[src/rtl/pwm_symbol_encoder_pkg.sv]
// Shared definitions for the PWM symbol encoder: symbol length default and FSM encoding.
package pwm_symbol_encoder_pkg;

    // Bits per PWM symbol on the modulator side; the encoder must produce the same length.
    localparam int unsigned AM_PWM_STEPS = 64;

    typedef enum logic [1:0] {
        ST_IDLE    = 2'd0,
        ST_RUN     = 2'd1,
        ST_STARVED = 2'd2
    } state_t;

endpackage

[src/rtl/sync_fifo.sv]
// Single-clock FIFO with occupancy count; DEPTH must be a power of 2 so pointers wrap freely.
module sync_fifo #(
    parameter int unsigned WIDTH = 8,
    parameter int unsigned DEPTH = 4
) (
    input  logic                     clk,
    input  logic                     rst,
    input  logic                     push,
    input  logic                     pop,
    input  logic [WIDTH-1:0]         wdata,
    output logic [WIDTH-1:0]         rdata,
    output logic                     full,
    output logic                     empty,
    output logic [$clog2(DEPTH):0]   level
);

    localparam int unsigned AW = $clog2(DEPTH);

    logic [WIDTH-1:0] mem_q [DEPTH];
    logic [AW-1:0]    wptr_q;
    logic [AW-1:0]    rptr_q;
    logic [AW:0]      level_q;
    logic             do_push;
    logic             do_pop;

    assign full  = (level_q == (AW+1)'(DEPTH));
    assign empty = (level_q == '0);
    assign level = level_q;
    assign rdata = mem_q[rptr_q];

    // A push while full is only taken when the head leaves in the same cycle.
    assign do_push = push && (!full || pop);
    assign do_pop  = pop && !empty;

    // Storage array; contents are don't-care until written, so no reset.
    always_ff @(posedge clk) begin
        if (do_push) begin
            mem_q[wptr_q] <= wdata;
        end
    end

    // Pointer and occupancy tracking.
    always_ff @(posedge clk or negedge rst) begin
        if (!rst) begin
            wptr_q  <= '0;
            rptr_q  <= '0;
            level_q <= '0;
        end else begin
            if (do_push) begin
                wptr_q <= wptr_q + AW'(1);
            end
            if (do_pop) begin
                rptr_q <= rptr_q + AW'(1);
            end
            if (do_push && !do_pop) begin
                level_q <= level_q + (AW+1)'(1);
            end else if (do_pop && !do_push) begin
                level_q <= level_q - (AW+1)'(1);
            end
        end
    end

endmodule

[src/rtl/pwm_symbol_encoder.sv]
// Converts a stream of unsigned samples into MSB-first thermometer PWM symbols, one per sym_req.
module pwm_symbol_encoder
    import pwm_symbol_encoder_pkg::*;
#(
    parameter int unsigned SAMPLE_WIDTH = 8,
    parameter int unsigned PWM_STEPS    = AM_PWM_STEPS,
    parameter int unsigned FIFO_DEPTH   = 4
) (
    input  logic                          clk,
    input  logic                          rst,
    input  logic [SAMPLE_WIDTH-1:0]       s_data,
    input  logic                          s_valid,
    output logic                          s_ready,
    input  logic                          sym_req,
    output logic [PWM_STEPS-1:0]          symbol,
    output logic                          underrun,
    output logic [$clog2(FIFO_DEPTH):0]   fifo_level
);

    localparam int unsigned DW = $clog2(PWM_STEPS);
    localparam int unsigned PW = SAMPLE_WIDTH + DW;

    logic [SAMPLE_WIDTH-1:0] fifo_rdata;
    logic                    fifo_full;
    logic                    fifo_empty;
    logic                    fifo_push;
    logic                    load_nd;

    logic [PW-1:0]           product;
    logic [DW-1:0]           duty;
    logic [PWM_STEPS-1:0]    therm;

    logic [DW-1:0]           nd_q;
    logic                    nd_v_q;
    logic [PWM_STEPS-1:0]    symbol_q;
    logic                    underrun_q;
    state_t                  state_q;

    assign s_ready   = !fifo_full;
    assign fifo_push = s_valid && s_ready;
    // Refill staging whenever it is empty or being consumed this cycle.
    assign load_nd   = (!nd_v_q || sym_req) && !fifo_empty;

    sync_fifo #(
        .WIDTH (SAMPLE_WIDTH),
        .DEPTH (FIFO_DEPTH)
    ) u_fifo (
        .clk   (clk),
        .rst   (rst),
        .push  (fifo_push),
        .pop   (load_nd),
        .wdata (s_data),
        .rdata (fifo_rdata),
        .full  (fifo_full),
        .empty (fifo_empty),
        .level (fifo_level)
    );

    // Scale head sample to a duty count; PWM_STEPS is a power of 2 so the multiply is a shift.
    always_comb begin
        product = PW'(fifo_rdata) << DW;
        duty    = product[SAMPLE_WIDTH +: DW];
    end

    // Thermometer code of the staged duty, ones packed from the MSB downward.
    always_comb begin
        therm = '0;
        for (int i = 0; i < PWM_STEPS; i++) begin
            therm[i] = (DW'(PWM_STEPS - 1 - i) < nd_q);
        end
    end

    // Staging register and output symbol register.
    always_ff @(posedge clk or negedge rst) begin
        if (!rst) begin
            nd_q     <= '0;
            nd_v_q   <= 1'b0;
            symbol_q <= '0;
        end else begin
            if (load_nd) begin
                nd_q   <= duty;
                nd_v_q <= 1'b1;
            end else if (sym_req) begin
                nd_v_q <= 1'b0;
            end
            if (sym_req && nd_v_q) begin
                symbol_q <= therm;
            end
        end
    end

    // Supply-state FSM with a registered underrun pulse.
    always_ff @(posedge clk or negedge rst) begin
        if (!rst) begin
            state_q    <= ST_IDLE;
            underrun_q <= 1'b0;
        end else begin
            underrun_q <= 1'b0;
            if (sym_req) begin
                case (state_q)
                    ST_IDLE: begin
                        if (nd_v_q) begin
                            state_q <= ST_RUN;
                        end
                    end
                    ST_RUN, ST_STARVED: begin
                        if (nd_v_q) begin
                            state_q <= ST_RUN;
                        end else begin
                            state_q    <= ST_STARVED;
                            underrun_q <= 1'b1;
                        end
                    end
                    default: state_q <= ST_IDLE;
                endcase
            end
        end
    end

    assign symbol   = symbol_q;
    assign underrun = underrun_q;

endmodule

[config.mk]
export PLATFORM = sky130hd
export DESIGN_NAME = pwm_symbol_encoder
export DESIGN_NICKNAME = d
export VERILOG_FILES = /design/src/rtl/pwm_symbol_encoder_pkg.sv /design/src/rtl/sync_fifo.sv /design/src/rtl/pwm_symbol_encoder.sv
export SDC_FILE = /design/constraint.sdc
export NUM_CORES = 1
export LEC_CHECK = 0
export ABC_AREA = 1
export CAP_MARGIN = 40
export CORE_UTILIZATION = 30
export DETAILED_ROUTE_END_ITERATION = 7
export PLACE_DENSITY_LB_ADDON = 0.25
export SETUP_SLACK_MARGIN = 0.4
export SLEW_MARGIN = 20
export SYNTH_ARGS = -nofsm -noshare
export SYNTH_HDL_FRONTEND = slang
export SYNTH_HIERARCHICAL = 1
export SYNTH_SLANG_ARGS = --single-unit
[constraint.sdc]
create_clock -name clk -period 3.1 [get_ports clk]
set_input_delay 0.62 -clock clk [delete_from_list [all_inputs] [get_ports clk]]
set_output_delay 0.62 -clock clk [all_outputs]
set_load 0.05 [all_outputs]
==> run metrics <==
Yosys Warn Count 6; ANT cells 0; Die Area 0.0155 mm2; Sink Count approximately 100; fin crit share around four fifths; drt total wl roughly 10 mm; Finish-stage setup viols 0; fmax between 300 and 400 MHz; CP cell instances nor3_1 -> inv_1 -> clkdlybuf4s50_1; status completed; GP Congestion 0.736; share of layout cells above drive strength 1 4.55%; CTS tree yes; core footprint between 0.01 and 0.015 mm2; Max-Cap Viols 0; vias per cell about 4.5; Reg2Reg Setup Slack around 0.77 ns; via count around 3500; antenna violations before repair 0; CTS Buf Count 9; Longest Clk Path Bufs 2; WP data arrival approximately 1.9 ns; pin count of the biggest net entering global routing 44; die boundary width 125 um; Crit. End Element output port; Critical Path Max Stage Delay 0.70 ns; drt initial violations between 200 and 250; clock root buffer clkbuf_16; P&R area growth vs syn 28.1%; Place WS 0.263 ns; grt ovf 0; DR WL/cell between 10 and 15 um; fin nets 608; Gate Count Post-Synth 510; Worst Hold Class input pin to asynchronous set/reset pin; GR Util All Layers 14.1%; Clock Latency Late Sink 0.34 ns; Mapped Area roughly 0.0045 mm2; post-layout worst setup margin roughly 0.60 ns; critical path launch point type flip-flop; cells on worst reg2reg path 15; row count 44; RSZ-0062 raised after global routing no; worst-path maximum fanout 5; drt pass-1 iters 7; H-tree Lvls 3; Final Hold Viols 0; max-slew violation count 0; transition time of the tightest slew-check pin 0.734 ns; port bufs 77; worst path buffer plus inverter count 2; WP data required between 2 and 2.5 ns; vias in the first global route approximately 3500; Clock Skew around 0.0056 ns; Avg Cell Area, Syn between 8 and 9 um2; R2R Path End u_fifo/level[2]; first-pass GRT wire length roughly 18 mm; DRC Markers 0; Ports 81; slew margin rel. between 50 and 60%; Tmin final 2.50 ns; clock transition at the registers of the reported paths approximately 0.070 ns; Syn Nets 530; fin util a little under 40%; CP Depth 3; final antenna-violating net count 0; Starting Density a little over 30%; delay-heaviest family, CP buffers and inverters; half-perimeter wire length after placement 7.47 mm; worst hold slack between 0.2 and 0.3 ns; final setup TNS 0 ns; CP max-delay cell clkdlybuf4s50_1; die outline height between 100 and 150 um; kind of critical path flip-flop to output port; start of the worst register-to-register path u_fifo/level[0]
-- layout by cell type (no fill, tap or decap), types with 4 or more instances in the layout --
cell type / instances
buf_4: 6
clkdlybuf4s50_1: 75
nor2_1: 41
o21ai_0: 19
o21ai_1: 17
clkbuf_1: 4
ha_1: 7
inv_1: 39
edfxtp_1: 24
a21oi_1: 4
clkbuf_16: 10
nand2_1: 213
dfrtp_1: 80
nand3_1: 36
-- area by class of cell --
class	count	area [um2]
Fill cell	1450	8820
Sequential cell	104	2720
Multi-Input combinational cell	349	1520
Timing Repair Buffer	83	836
Clock buffer	14	265
Tap cell	184	230
Inverter	41	159
Clock inverter	2	37.5
-- worst max-delay path by stage --
stage                     from              end  slack, ns
6_report       u_fifo/level[0]          s_ready       0.60
5_1_grt        u_fifo/level[0]  u_fifo/level[2]       0.51
4_1_cts        u_fifo/level[0]          s_ready       0.55
3_5_place_dp           sym_req  u_fifo/level[2]       0.26
3_3_place_gp           sym_req  u_fifo/level[2]       0.34
2_1_floorplan  u_fifo/level[0]  u_fifo/level[2]       0.51
-- per-layer routing --
layer  global-route usage [%]  vias up  wire [um]
li1                         -     1757          -
met1                     19.0     1647       4870
met2                     22.5       79       4760
met3                     2.53       13        362
met4                     5.32        0        160
met5                        0        -          0
-- registers in the layout, summed over array words and instances (netlist names) --
| signal | count |
|---|---|
| symbol | 63 |
| underrun | 1 |
| state_q | 2 |
| u_fifo/wptr_q | 2 |
| nd_v_q | 1 |
| u_fifo/mem_q | 24 |
| nd_q | 6 |
| u_fifo/rptr_q | 2 |
| u_fifo/level | 3 |
-- timing repair --
action	4_1_cts	5_1_grt
resized for setup	0	1
setup endpoints to repair	0	1
buffers inserted	0	0
hold buffers	0	0
-- per-stage QoR --
| stage | cells | area (um2) |
|---|---|---|
| 6_report | 777 | 5770 |
| 5_1_grt | 777 | 5770 |
| 4_1_cts | 777 | 5770 |
| 3_5_place_dp | 761 | 5460 |
| 3_3_place_gp | 760 | 5440 |
| 2_1_floorplan | 510 | 4500 |
Power is left out: the tool's default activity adds up to more than one toggle a clock period on the data nets, which glitch-free logic cannot reach.
